--- src/rtl/ps2_defs_pkg.sv ---
// Shared PS/2 definitions: host-transmit FSM encoding, command bytes, frame helpers.
package ps2_defs;

  localparam logic [2:0] S_IDLE      = 3'd0;
  localparam logic [2:0] S_INHIBIT   = 3'd1;
  localparam logic [2:0] S_REQ       = 3'd2;
  localparam logic [2:0] S_DATA      = 3'd3;
  localparam logic [2:0] S_ACK       = 3'd4;
  localparam logic [2:0] S_WAIT_IDLE = 3'd5;

  typedef enum logic [2:0] {
    ST_IDLE      = S_IDLE,
    ST_INHIBIT   = S_INHIBIT,
    ST_REQ       = S_REQ,
    ST_DATA      = S_DATA,
    ST_ACK       = S_ACK,
    ST_WAIT_IDLE = S_WAIT_IDLE
  } ps2_tx_state_t;

  localparam logic [7:0] PS2_CMD_SET_LEDS  = 8'hED;
  localparam logic [7:0] PS2_CMD_RESET     = 8'hFF;
  localparam logic [7:0] PS2_CMD_TYPEMATIC = 8'hF3;
  localparam logic [7:0] PS2_RSP_ACK       = 8'hFA;

  // data bits 0-7, parity, stop
  localparam int FRAME_BITS = 10;

  function automatic logic odd_parity(input logic [7:0] b);
    return ~^b;
  endfunction

  function automatic int max3(input int a, input int b, input int c);
    int m;
    m = (a > b) ? a : b;
    return (m > c) ? m : c;
  endfunction

endpackage

--- src/rtl/ps2_line_filter.sv ---
// 2-FF synchronizer plus stability filter for one open-drain PS/2 line.
module ps2_line_filter #(
  parameter int clock_filter = 24
) (
  input  logic clk,
  input  logic reset_n,
  input  logic raw,
  output logic level
);

  localparam int FW = (clock_filter < 2) ? 1 : $clog2(clock_filter);

  logic [1:0]    sync;
  logic [FW-1:0] cnt;

  // A new level is taken only after clock_filter consecutive differing samples.
  always_ff @(posedge clk or negedge reset_n) begin
    if (!reset_n) begin
      sync  <= 2'b11;
      cnt   <= '0;
      level <= 1'b1;
    end else begin
      sync <= {sync[0], raw};
      if (sync[1] == level) begin
        cnt <= '0;
      end else if (cnt == FW'(clock_filter - 1)) begin
        level <= sync[1];
        cnt   <= '0;
      end else begin
        cnt <= cnt + FW'(1);
      end
    end
  end

endmodule

--- src/rtl/ps2_host_tx.sv ---
// PS/2 host-to-device transmitter: inhibit, request-to-send, device-clocked frame, ACK check.
module ps2_host_tx
  import ps2_defs::*;
#(
  parameter int clock_filter   = 24,
  parameter int INHIBIT_CYCLES = 10800,
  parameter int SETUP_CYCLES   = 108,
  parameter int TIMEOUT_CYCLES = 1611000
) (
  input  logic       clk,
  input  logic       reset_n,
  input  logic       send_trigger,
  input  logic [7:0] send_byte,
  input  logic       ps2_clk_in,
  input  logic       ps2_dat_in,
  output logic       ps2_clk_low,
  output logic       ps2_dat_low,
  output logic       busy,
  output logic       done,
  output logic       error
);

  localparam int CW = $clog2(max3(INHIBIT_CYCLES, SETUP_CYCLES, TIMEOUT_CYCLES) + 1);
  localparam logic [CW-1:0] INH_LD = CW'(INHIBIT_CYCLES - 1);
  localparam logic [CW-1:0] SET_LD = CW'(SETUP_CYCLES - 1);
  localparam logic [CW-1:0] TO_LD  = CW'(TIMEOUT_CYCLES - 1);

  ps2_tx_state_t            state;
  logic [CW-1:0]            cnt;
  logic [3:0]               bit_idx;
  logic [FRAME_BITS-1:0]    frame;
  logic                     ack_ok;
  logic                     clk_lvl, dat_lvl, clk_prev;
  logic                     clk_fall, lines_idle, timed, expire;

  ps2_line_filter #(.clock_filter(clock_filter)) u_clk_filt (
    .clk(clk), .reset_n(reset_n), .raw(ps2_clk_in), .level(clk_lvl)
  );

  ps2_line_filter #(.clock_filter(clock_filter)) u_dat_filt (
    .clk(clk), .reset_n(reset_n), .raw(ps2_dat_in), .level(dat_lvl)
  );

  always_comb begin
    clk_fall   = clk_prev & ~clk_lvl;
    lines_idle = clk_lvl & dat_lvl;
    timed      = (state == ST_DATA) || (state == ST_ACK) || (state == ST_WAIT_IDLE);
    expire     = timed && (cnt == '0) && !clk_fall &&
                 !((state == ST_WAIT_IDLE) && lines_idle);
  end

  always_ff @(posedge clk or negedge reset_n) begin
    if (!reset_n) begin
      state       <= ST_IDLE;
      cnt         <= '0;
      bit_idx     <= '0;
      frame       <= '0;
      ack_ok      <= 1'b0;
      clk_prev    <= 1'b1;
      ps2_clk_low <= 1'b0;
      ps2_dat_low <= 1'b0;
      busy        <= 1'b0;
      done        <= 1'b0;
      error       <= 1'b0;
    end else begin
      done     <= 1'b0;
      error    <= 1'b0;
      clk_prev <= clk_lvl;
      if (expire) begin
        // device went silent: let go of both lines and report
        ps2_clk_low <= 1'b0;
        ps2_dat_low <= 1'b0;
        busy        <= 1'b0;
        error       <= 1'b1;
        state       <= ST_IDLE;
      end else begin
        case (state)
          ST_IDLE: begin
            if (send_trigger) begin
              frame       <= {1'b1, odd_parity(send_byte), send_byte};
              busy        <= 1'b1;
              ps2_clk_low <= 1'b1;
              cnt         <= INH_LD;
              state       <= ST_INHIBIT;
            end
          end
          ST_INHIBIT: begin
            if (cnt == '0) begin
              ps2_dat_low <= 1'b1;
              cnt         <= SET_LD;
              state       <= ST_REQ;
            end else begin
              cnt <= cnt - CW'(1);
            end
          end
          ST_REQ: begin
            if (cnt == '0) begin
              ps2_clk_low <= 1'b0;
              bit_idx     <= '0;
              cnt         <= TO_LD;
              state       <= ST_DATA;
            end else begin
              cnt <= cnt - CW'(1);
            end
          end
          ST_DATA: begin
            if (clk_fall) begin
              ps2_dat_low <= ~frame[bit_idx];
              cnt         <= TO_LD;
              if (bit_idx == 4'(FRAME_BITS - 1)) state <= ST_ACK;
              else bit_idx <= bit_idx + 4'd1;
            end else begin
              cnt <= cnt - CW'(1);
            end
          end
          ST_ACK: begin
            if (clk_fall) begin
              ack_ok <= ~dat_lvl;
              cnt    <= TO_LD;
              state  <= ST_WAIT_IDLE;
            end else begin
              cnt <= cnt - CW'(1);
            end
          end
          ST_WAIT_IDLE: begin
            if (lines_idle) begin
              done  <= ack_ok;
              error <= ~ack_ok;
              busy  <= 1'b0;
              state <= ST_IDLE;
            end else if (clk_fall) begin
              cnt <= TO_LD;
            end else begin
              cnt <= cnt - CW'(1);
            end
          end
          default: state <= ST_IDLE;
        endcase
      end
    end
  end

endmodule

--- config.mk ---
export PLATFORM = sky130hd
export DESIGN_NAME = ps2_host_tx
export DESIGN_NICKNAME = d
export VERILOG_FILES = /design/src/rtl/ps2_defs_pkg.sv /design/src/rtl/ps2_line_filter.sv /design/src/rtl/ps2_host_tx.sv
export SDC_FILE = /design/constraint.sdc
export NUM_CORES = 1
export LEC_CHECK = 0
export BUFFER_PORTS_ARGS = -buffer_cell sky130_fd_sc_hd__buf_2
export CORE_UTILIZATION = 40
export DETAILED_ROUTE_END_ITERATION = 6
export HOLD_SLACK_MARGIN = 0.02
export PLACE_DENSITY = 0.65
export REMOVE_ABC_BUFFERS = 1
export SYNTH_ARGS = -nofsm -noshare
export SYNTH_HDL_FRONTEND = slang
export SYNTH_SLANG_ARGS = --single-unit
--- constraint.sdc ---
create_clock -name clk -period 1.85 [get_ports clk]
set_input_delay 0.0925 -clock clk [delete_from_list [all_inputs] [get_ports clk]]
set_output_delay 0.0925 -clock clk [all_outputs]
set_load 0.02 [all_outputs]
# ---- Word level (Yosys, flattened, before mapping)
# Index checks and enable logic that the tools add are counted.
dict set report op_classes {
  bitwise_logic 9
  muxes 42
  addsub 4
  n_lt_le_gt_ge 1
  n_eq_ne 22
  reduce_logical 27
}
# operator count
set ops {}
lappend ops {{two-way mux 21 bit} 5}
lappend ops {{one-hot mux 21 bit (5 select lines)} 1}
lappend ops {{two-way mux 3 bit} 8}
lappend ops {{logical NOT 21 bit} 1}
lappend ops {{subtractor 21 x 1 -> 21 bit (second input constant)} 1}
lappend ops {{two-way mux 5 bit} 4}
lappend ops {{!= test 3 bit (second input constant)} 6}
lappend ops {{one-hot mux 3 bit (6 select lines)} 1}
lappend ops {{two-way mux 1 bit} 15}
lappend ops {{AND reduction 3 bit} 5}
lappend ops {{two-way mux 4 bit} 3}
lappend ops {{adder 5 x 1 -> 5 bit (second input constant)} 2}
lappend ops {{== test 5 bit (second input constant)} 2}
lappend ops {{!= test 2 bit (second input constant)} 5}
lappend ops {{nonzero test 3 bit} 3}
lappend ops {{one-hot mux 4 bit (2 select lines)} 1}
lappend ops {{XNOR reduction 8 bit} 1}
lappend ops {{inverter 1 bit} 7}
lappend ops {{AND reduction 7 bit} 1}
lappend ops {{== test 3 x 2 -> 1 bit (second input constant)} 2}
lappend ops {{== test 3 bit (second input constant)} 2}
lappend ops {{one-hot mux 1 bit (2 select lines)} 3}
lappend ops {{less-than comparator 4 x 5 -> 1 bit (second input constant)} 1}
lappend ops {{AND reduction 5 bit} 1}
lappend ops {{16 further kinds} 24}
dict set report totals {
  reg_bits 61
  output_inout_bits 5
  inputBits 13
}

# ---- Longest topological paths before layout
# Gate-level depths: netlist of the first run.
dict set report logic_depth {
  ltp_word 8
  mapped_depth 9
}

# ---- By module
# From an unflattened synthesis of the first run, not the netlist that was laid out.
dict set report hier_totals {
  hier_cells 364
  hier_area_um2 3532.1
}
# mod area_each_um2 instances cells_per_inst seq_area_each_um2
set by_module_without_submodules {}
lappend by_module_without_submodules {ps2_host_tx 2894.0 1 314 1127.3}
lappend by_module_without_submodules {ps2_line_filter 319.1 2 25 203.9}

# ---- Worst setup path after synthesis of the first run
# OpenSTA, ideal clock, no wires.
dict set report synth_timing {
  path_kind {reg-to-reg}
  from {register cnt[0]}
  to {register cnt[9]}
  t_arrival_ns 1.869
  slack_ns -0.140
  path_stages_with_launch 10
  setup_time_ns 0.121
  path_cell_list {dfrtp_1 -> inv_1 -> ha_1 -> nor4b_1 -> nand2_1 -> or2_4 -> a21oi_4 -> buf_6 -> o21ai_0 -> a22o_2}
}
dict set report synth_via {
  elab_chain_len 6
  elab_cells_between_ends 12
  classes_between {1 x add/sub; 5 x mux; 1 x bitwise; 5 x reduce/logical}
}
# element line
set synth_rtl {}
lappend synth_rtl {{start, declared} ps2_host_tx.sv:29} ;# logic [CW-1:0] cnt;
lappend synth_rtl {{start signal, assigned} ps2_host_tx.sv:93} ;# cnt <= cnt - CW'(1);
lappend synth_rtl {{start signal, assigned} ps2_host_tx.sv:103} ;# cnt <= cnt - CW'(1);
lappend synth_rtl {{start signal, assigned} ps2_host_tx.sv:113} ;# cnt <= cnt - CW'(1);
lappend synth_rtl {{branches (longest 6 deep; another with subtractor 21 x 1 -> 21 bit)} n/a}
# Parallel ways; which one is timed is not known. The select of a mux whose other input is x is not followed.
# A chain may end at the register's enable or synchronous reset.

# ---- Final worst setup path of the first run
dict set report layout_timing {
  from {register cnt[0]}
  to {register cnt[17]}
}
# The elaborated chain is that of the path after synthesis.

==> results by group, run 1 <==
Clocking
  • CTS Buf Count: 9
  • CTS Root Cell: clkbuf_8
  • Number of H-tree levels: 3
  • CTS tree: yes
  • Clock sinks: 61
  • Bufs on Longest Clock Path: 2
  • Clk slew on worst S/H paths: 0.08 ns
  • Worst-skew pair later-pin latency: 0.35 ns

Setup path
  • CP max FO: 11
  • Crit Reg-Reg Startpoint: cnt[0]
  • Slowest stage cell on the critical path: dfrtp_1
  • R2R setup slack: -0.20 ns
  • R2R cell count: 11
  • Critical Path RT: roughly 2.1 ns
  • CP startpoint kind: flop
  • CP Data Arrival Time: 2.30 ns
  • CP endpoint: cnt[17]
  • Setup crit start: cnt[0]
  • Worst path max stage delay: 0.40 ns
  • CP Class: reg2reg
  • CP most frequent cell: buf_6
  • R2R Path End: cnt[17]
  • Worst setup EP type: flop
  • Worst-path cell chain: inv_2 -> ha_4 -> nor4b_4 -> buf_4 -> nand2_4 -> or2_4 -> buf_6 -> o21ai_4 -> buf_6 -> nor4_1 -> a21o_1

Placed design
  • Routability cong.: about 0.9
  • DP HPWL: 6.21 mm
  • Number of I/O port buffers: 17
  • Area of placed instances: 4260 um^2

Status
  • Status: complete, but fails checks
  • Failing checks: setup timing

STA
  • Slew Limit Headroom: between 70 and 80%
  • Worst hold margin: 0.280 ns
  • Max Clk Rate: 0.488 GHz
  • Worst Max-Slew Pin Slew: 0.332 ns
  • RSZ-0062 raised after global routing: yes
  • Setup ws final: -0.197 ns
  • Slew Viols, Final: 0
  • Final setup viols: 24
  • Tmin final: roughly 2.0 ns
  • Fin. Hold Viols: 0
  • Final Cycle Share: 111%
  • Clock skew: 0.00791 ns

Power
  • Sw Ratio: 37.2%
  • Clk pwr share: ~21%
  • P_leak: around 2.1 nW
  • Register share of total power: 32.0%
  • VDD IR max: between 500 and 600 uV
  • Comb power frac: 47.4%
  • Net switching power: about 2.2 mW
  • Internal power: 3.76 mW
  • Cell Pwr Density: around 1200 nW/um^2

Global routing
  • Initial antenna violation count: 0
  • Largest net degree at the start of global routing: 62
  • First-pass GRT wire length: 14.9 mm
  • GRT Total Usage: 21.9%
  • Vias in the first global route: 3,260
  • GR Overflow Total: 0

Cells and area
  • Most common cell after layout, fill and taps aside: buf_4
  • Register Area: between 1500 and 2000 um^2
  • Layout fillers: 707
  • Area of the multi-input gates: between 1500 and 2000 um^2
  • Commonest non-fill, non-tap cells in the layout: 90 x buf_4, 53 x dfrtp_1, 29 x nor2_1
  • Diodes inserted: 0
  • Ratio of cells with drive above 1 in the final layout: 41.9%
  • Final core occ: approximately 59%
  • Area Overhead vs Synth: 40.9%
  • Design area: 4810 um^2
  • Final nets: 491

Synthesis
  • Post-synth EDFFs: 0
  • Top FF cell, synth: dfrtp_1
  • Synth Cell Area: 3410 um^2
  • Mean post-synth cell area: slightly below 10 um^2
  • Seq/Total Area, Yosys: 45.0%
  • Ys async rst share: 100%
  • Synth Instances: 346
  • Ys Warns: 0
  • Synth Register Bits: 61
  • Yosys cell types: 61

Detailed routing
  • DR iter-0 viols: between 100 and 150
  • Routed vias: 3,225
  • Detail Route Antenna Nets: 0
  • Post-Route WL: 8.82 mm
  • Detailed Routing Iterations Pass 1: 4
  • # DRC: 0
  • Via density: 5.54
  • Routed WL per cell: 15.2 um

Die
  • Effective utilization at floorplan: between 40% and 50%
  • Die ar.: ~8900 um^2
  • Row count: 33
  • Number of primary I/O pins: 18
  • DIE WIDTH: 94.4 um
  • Vert. Die Dim: 94.4 um
  • Core area: 8220 um^2

Job
  • Max cap viols: 0

Min path
  • Worst min path class: in2async
## stage by stage
step	instances	total power, mW	setup TNS [ns]	setup WS, ns
floorplan	332	3.12	-12.67	-0.577
global placement	550	4.32	-6.55	-0.317
detailed placement	550	4.38	-8.98	-0.410
CTS	580	5.94	-3.73	-0.221
global route	582	6.38	-5.57	-0.292
finish	582	5.99	-3.17	-0.197
## area by class of cell
cell class	count	area share (%)
Multi-Input combinational cell	263	39.4
Sequential cell	61	32.0
Timing Repair Buffer	129	21.1
Tap cell	105	2.73
Clock buffer	9	2.58
Clock inverter	7	1.64
Inverter	8	0.625
## metal layers
metal  track usage (%)  up-vias  routed length, um
met3              6.04       29                410
met2              37.4       98               4420
met5                 0        -                  0
met4              10.0        0                288
met1              25.4     1566               3700
li1                  -     1532                  -
## synth_stat cells (4+ instances only)
cell | number | area (um^2)
a21oi_1 | 27 | 135
a22o_1 | 4 | 35.0
a31oi_1 | 6 | 37.5
clkbuf_1 | 5 | 18.8
dfrtp_1 | 54 | 1350
dfstp_2 | 7 | 184
ha_1 | 6 | 75.1
inv_1 | 8 | 30.0
mux2_2 | 12 | 135
nand2_1 | 22 | 82.6
nand2b_1 | 8 | 50.1
nand3_1 | 12 | 60.1
nand4b_1 | 4 | 35.0
nor2_1 | 32 | 120
nor3_1 | 13 | 65.1
o21ai_0 | 31 | 155
o31ai_1 | 9 | 67.6
xnor2_1 | 11 | 96.3
## registers in the layout (all words and copies together) (netlist names), 2 cells and up
signal and count:
state 3, u_clk_filt.sync 2, u_clk_filt.cnt 5, bit_idx 4, frame 10, u_dat_filt.sync 2, cnt 21, u_dat_filt.cnt 5
## critical path, delay by kind of cell, from the launching register on
| kind | cells | cell delay (ns) |
|---|---|---|
| AND/OR/NAND/NOR | 4 | 0.56 |
| adder cells (fa/ha/maj) | 1 | 0.12 |
| flip-flops | 1 | 0.40 |
| AO/OA/AOI/OAI | 2 | 0.31 |
| buffers and inverters | 4 | 0.54 |
## worst min path at each step
stage | to | from
global placement | cnt[4] | reset_n
detailed placement | cnt[5] | reset_n
global route | cnt[9] | reset_n
finish | cnt[15] | reset_n
CTS | ps2_clk_low | reset_n
floorplan | ack_ok | reset_n
## repair_timing
item / CTS / global route
buffers inserted: 3 / 2
cloned: 0 / 0
resized for setup: 50 / 9
hold endpoints to repair: 64 / 0
endpoints found under the setup margin: 30 / 28
hold buffers: 11 / 0
pin swaps: 15 / 5
## logic make-up (layout without fill, tap and decap cells)
family                     Yosys count  in the layout  share of synthesized area, %
buffers and inverters               22            153                          4.22
and+or+nand+nor                    119            119                          18.4
adders and majority gates            6              6                          2.20
AOI/OAI and AO/OA                  107            107                          20.4
muxes                               17             17                          6.16
xor gates and xnor gates            14             14                          3.59
DFF                                 61             61                          45.0
## power groups by stage
stage                     clock [mW]  sequential, mW  combinational (mW)
after floorplan                    0            1.96                1.15
after global placement             0            1.90                2.42
after detailed placement           0            1.92                2.46
final                           1.23            1.92                2.84
after global routing            1.32            1.96                3.09
after CTS                       1.27            1.91                2.76
Power figures use the tool's default switching activity.
==> run 2: changes to the inputs <==
Settings changed: CORE_UTILIZATION 40 to 54, PLACE_DENSITY 0.65 to 0.82.
==> run 2 against run 1 <==
Against the previous run: the flow still finishes with violations (setup timing); count of clock-buffer cells in the layout is 3 higher; combinational power is 7.0% higher; critical endpoint is now cnt[14]; core utilization up 21 points; maximum frequency shrank 8.2%; design area decreased by 0.36%; setup slack worse by 0.18 ns; via count up 11%; register-to-register slack worse by 0.18 ns; critical path type unchanged; global-route usage increased by 12 points; largest power group unchanged.
==> results by group, run 2 (synthesized netlist as in run 1, its figures left out) <==
Setup path
  • CP max FO: 5
  • CP startpoint kind: flop
  • CP endpoint: cnt[14]
  • R2R Path End: cnt[14]
  • CP Class: reg2reg
  • Crit Reg-Reg Startpoint: cnt[9]
  • CP Data Arrival Time: 2.45 ns
  • Setup crit start: cnt[9]
  • R2R setup slack: -0.38 ns
  • Critical Path RT: 2.07 ns
  • Worst setup EP type: flop
  • R2R cell count: 7

Clocking
  • Number of H-tree levels: 3
  • Clock sinks: 61
  • Bufs on Longest Clock Path: 2
  • CTS Root Cell: clkbuf_8
  • Clk slew on worst S/H paths: roughly 0.07 ns
  • Worst-skew pair later-pin latency: about 0.35 ns
  • CTS tree: yes
  • CTS Buf Count: 9

Global routing
  • First-pass GRT wire length: about 17 mm
  • Initial antenna violation count: 0
  • GR Overflow Total: 0
  • Largest net degree at the start of global routing: between 60 and 70
  • GRT Total Usage: 33.7%
  • Vias in the first global route: 3,496

Detailed routing
  • # DRC: 0
  • Via density: 6.59
  • DR iter-0 viols: 502
  • Post-Route WL: 11.1 mm
  • Detailed Routing Iterations Pass 1: 6
  • Routed WL per cell: 20.5 um
  • Routed vias: about 3,600
  • Detail Route Antenna Nets: 0

STA
  • Max Clk Rate: between 0.4 and 0.5 GHz
  • Setup ws final: -0.379 ns
  • Final setup viols: 32
  • Fin. Hold Viols: 0
  • Final Cycle Share: 120%
  • Slew Limit Headroom: 63.4%
  • Clock skew: around 0.016 ns
  • Tmin final: 2.23 ns
  • Slew Viols, Final: 0
  • RSZ-0062 raised after global routing: yes
  • Worst Max-Slew Pin Slew: 0.546 ns

Cells and area
  • Biggest register: cnt
  • Final nets: between 400 and 500
  • Commonest non-fill, non-tap cells in the layout: 78 x buf_4, 54 x dfrtp_1, 30 x nor2_1
  • Most common cell after layout, fill and taps aside: buf_4
  • Area Overhead vs Synth: 40.4%
  • Largest registers: cnt: 21 flops, frame: 10 flops
  • Diodes inserted: 0
  • Number of flip-flops in the largest register: 21
  • Ratio of cells with drive above 1 in the final layout: 43.0%
  • Non-filler instance count after layout: 542

Min path
  • HP Start: send_byte[3]
  • Worst min path class: in2reg

Job
  • Max cap viols: 0

Placed design
  • Dpl cells: 509
  • DP HPWL: 6.36 mm
  • Routability cong.: 0.943
  • Number of I/O port buffers: 17

Die
  • Die ar.: 6640 um^2
  • Row count: 28
  • DIE WIDTH: ~82 um
  • Vert. Die Dim: a little over 80 um
  • Number of primary I/O pins: 18
  • Effective utilization at floorplan: between 50% and 60%
  • Core area: 6030 um^2

Power
  • Cell Pwr Density: 1320 nW/um^2
  • P_leak: 2.09 nW
  • VDD IR max: 1020 uV
  • Pwr Total: 6.30 mW

Status
  • Status: complete, but fails checks
  • Failing checks: setup timing
==> run 2: cell count changes in the layout (fill, tap and decap cells not counted), moves of 2 or more <==
| cell | before | now |
|---|---|---|
| buf_4 | 90 | 78 |
| o21ai_0 | 17 | 10 |
| o21ai_2 | 3 | 8 |
| inv_6 | 4 | 0 |
| a21oi_1 | 23 | 20 |
| a21oi_2 | 3 | 6 |
| buf_6 | 9 | 12 |
| clkbuf_1 | 0 | 2 |
| nor2_2 | 2 | 0 |
| o21ai_1 | 11 | 13 |
| o2bb2ai_1 | 3 | 1 |
| o2bb2ai_2 | 0 | 2 |
| or3_4 | 0 | 2 |
==> run 2: timing repair <==
item,4_1_cts,5_1_grt
endpoints found under the setup margin,30,32
hold endpoints to repair,63,0
buffers inserted,5,2
gates resized for setup,51,32
pin swaps,18,21
hold buffers,10,0
==> run 2: critical path, stage by stage (launching register included) <==
cell and delay, ns:
dfrtp_1 0.41, nor4_4 0.40, nand4_1 0.24, or2_4 0.32, a21oi_4 0.21, buf_4 0.19
o21ai_0 0.13, a22o_1 0.22
==> run 2: cell type report <==
| class | instances | area [um^2] |
|---|---|---|
| clock buffers | 12 | 145 |
| flip-flops and latches | 61 | 1540 |
| multi-input cells | 263 | 1970 |
| inverters | 8 | 30.0 |
| clock inverters | 4 | 72.6 |
| fillers | 308 | 1230 |
| repair buffers | 119 | 946 |
| well taps | 75 | 93.8 |
==> run 2: metal layers <==
metal	part of all wire, %	vias to the layer above	track usage [%]
met5	0	-	0
met4	4.8	0	18.4
met3	9.3	81	6.33
met2	48	299	56.3
met1	38	1683	40.7
li1	-	1510	-
==> run 2: where the power goes <==
group / internal [mW] / switching [mW]
combinational: 1.44 / 1.60
clock: 0.794 / 0.530
sequential: 1.67 / 0.272
total: 3.90 / 2.40
==> run 2: how the worst min path moves through the flow <==
stage / slack (ns) / cells past startpoint / end
floorplan: -0.20 / 0 / ack_ok
global placement: 0.12 / 2 / frame[9]
detailed placement: 0.12 / 2 / frame[6]
CTS: 0.03 / 2 / frame[3]
global route: 0.03 / 2 / frame[3]
finish: 0.04 / 2 / frame[3]
==> run 2: metrics by stage <==
step           util, %  TNS [ns]  hold slack (ns)  area [um^2]  setup slack, ns
2_1_floorplan        -    -12.67           -0.203         3300           -0.577
3_3_place_gp      68.8     -3.52            0.122         4150           -0.189
3_5_place_dp      68.8     -6.07            0.124         4150           -0.316
4_1_cts           77.7     -2.64           0.0313         4680           -0.158
5_1_grt           79.5     -9.59           0.0348         4790           -0.410
6_report          79.5     -8.29           0.0444         4790           -0.379
==> run 3: changes to the inputs <==
Settings changed: RECOVER_POWER set to 50.
==> run 3 against run 2 <==
Against the previous run: the flow still finishes with violations (setup timing); maximum frequency decreased by 0.43%; first-iteration DRC count decreased by 0.20%; clock power about the same; setup slack worse by 0.0096 ns.
==> results by group, run 3 (synthesized netlist as in run 1, its figures left out) <==
Status
  • Status: complete, but fails checks
  • Failing checks: setup timing

STA
  • RSZ-0062 raised after global routing: yes
  • Slew Viols, Final: 0
  • Setup tns final: -8.93 ns
  • Slew Limit Headroom: 10.5%
  • Setup ws final: -0.389 ns
  • Final setup viols: 32
  • Worst Max-Slew Pin Slew: 1.34 ns
  • Max Clk Rate: 0.447 GHz
  • Clock skew: 0.0192 ns
  • Worst hold margin: 0.0451 ns
  • Final Cycle Share: 121%
  • Fin. Hold Viols: 0
  • Tmin final: 2.24 ns

Setup path
  • WP buf/inv: 2
  • CP startpoint kind: flop
  • CP most frequent cell: buf_6
  • CP Data Arrival Time: roughly 2.5 ns
  • Slowest stage cell on the critical path: dfrtp_1
  • CP Class: reg2reg
  • Worst setup EP type: flop
  • Worst path max stage delay: 0.41 ns
  • R2R cell count: 8
  • CP max FO: 8
  • Worst-path cell chain: nor4_4 -> nand4_1 -> or2_4 -> buf_6 -> o21ai_4 -> buf_6 -> nor4_2 -> a21o_1
  • Critical Path RT: between 2 and 2.5 ns
  • Crit path depth: 8
  • R2R setup slack: -0.39 ns
  • Largest delay contributor family on the critical path: simple AND/OR/NAND/NOR gates

Cells and area
  • Area of the multi-input gates: 1970 um^2
  • Diodes inserted: 0
  • Most common cell after layout, fill and taps aside: buf_4
  • Commonest non-fill, non-tap cells in the layout: 78 x buf_4, 54 x dfrtp_1, 30 x nor2_1
  • Ratio of cells with drive above 1 in the final layout: 43.0%
  • Area Overhead vs Synth: 39.9%
  • Biggest register: cnt
  • Largest registers: cnt: 21 flops, frame: 10 flops
  • Register Area: around 1500 um^2
  • Number of flip-flops in the largest register: 21
  • Final nets: between 400 and 500
  • Design area: 4780 um^2
  • Layout fillers: 310
  • Non-filler instance count after layout: 542

Global routing
  • GR Overflow Total: 0
  • GRT Total Usage: 33.7%
  • Vias in the first global route: around 3,500
  • Largest net degree at the start of global routing: 62
  • Initial antenna violation count: 0
  • First-pass GRT wire length: 16.6 mm

Die
  • Number of primary I/O pins: 18
  • DIE WIDTH: around 82 um
  • Vert. Die Dim: 81.5 um
  • Die ar.: 6640 um^2
  • Effective utilization at floorplan: 56.6%
  • Core area: 6030 um^2
  • Row count: 28

Placed design
  • DP HPWL: approximately 6.4 mm
  • Dpl cells: 509
  • Number of I/O port buffers: 17
  • Routability cong.: around 0.94
  • Area of placed instances: 4150 um^2

Detailed routing
  • Detail Route Antenna Nets: 0
  • Detailed Routing Iterations Pass 1: 7
  • Via density: 6.56
  • Post-Route WL: 11.1 mm
  • DR iter-0 viols: roughly 500
  • # DRC: 0
  • Routed vias: 3,557
  • Routed WL per cell: 20.5 um

Clocking
  • Bufs on Longest Clock Path: 2
  • Worst-skew pair later-pin latency: about 0.35 ns
  • Clk slew on worst S/H paths: 0.07 ns
  • CTS Root Cell: clkbuf_8
  • Clock sinks: 61
  • CTS tree: yes
  • CTS Buf Count: 9
  • Number of H-tree levels: 3

Power
  • P_leak: 2.09 nW
  • Cell Pwr Density: 1320 nW/um^2
  • VDD IR max: 1020 uV
  • Pwr Total: 6.30 mW

Job
  • Max cap viols: 0

Min path
  • Hold depth: 2
  • Worst min path class: in2reg
run 3: cell count changes in the layout (fill, tap and decap cells not counted):
cell    before  now
buf_12       2    1
buf_2       17   18
run 3: metal layers:
layer | up-vias | GRT usage, % | share of wire (%)
met1 | 1691 | 40.7 | 38
met2 | 271 | 56.3 | 48
met3 | 82 | 6.33 | 9.0
met5 | - | 0 | 0
met4 | 0 | 18.4 | 5.0
li1 | 1513 | - | -
run 3: final timing paths:
path                                           end                from
min in group asynchronous                 state[1]             reset_n
worst min register to register  u_dat_filt.sync[1]  u_dat_filt.sync[0]
max in group asynchronous                   cnt[9]             reset_n
worst min-delay path                      frame[3]        send_byte[3]
worst max register to register             cnt[17]              cnt[9]
worst max-delay path                       cnt[17]              cnt[9]
run 3: timing repair:
action	4_1_cts	5_1_grt
pin swaps	18	21
endpoints found under the setup margin	30	32
gates cloned	0	0
resized for setup	51	32
hold buffers	10	0
hold endpoints to repair	63	0
buffers inserted	5	2
run 3: worst reg2reg max path, delay by kind of cell, from the launching register on:
kind | cells | cell delay [ns]
compound gates | 2 | 0.38
buf+inv | 2 | 0.32
flops | 1 | 0.41
simple gates | 4 | 1.02
run 3: area by class of cell:
class	count	share of cell area, %
clock buffers	12	3.04
clock inverters	4	1.52
inverters	8	0.629
multi-input cells	263	41.2
flip-flops and latches	61	32.1
well taps	75	1.96
repair buffers	119	19.5
run 3: metrics by stage:
step                      worst slack [ns]  util [%]
after floorplan                     -0.577         -
after detailed placement            -0.316      68.8
after global placement              -0.189      68.8
after global routing                -0.410      79.3
final                               -0.389      79.3
after CTS                           -0.158      77.7
run 3: power by group:
| part | switching (mW) | leakage [nW] | internal, mW |
|---|---|---|---|
| Combinational | 1.59 | 1.22 | 1.44 |
| Sequential | 0.272 | 0.763 | 1.67 |
| Clock | 0.530 | 0.107 | 0.795 |
| Total | 2.40 | 2.09 | 3.90 |
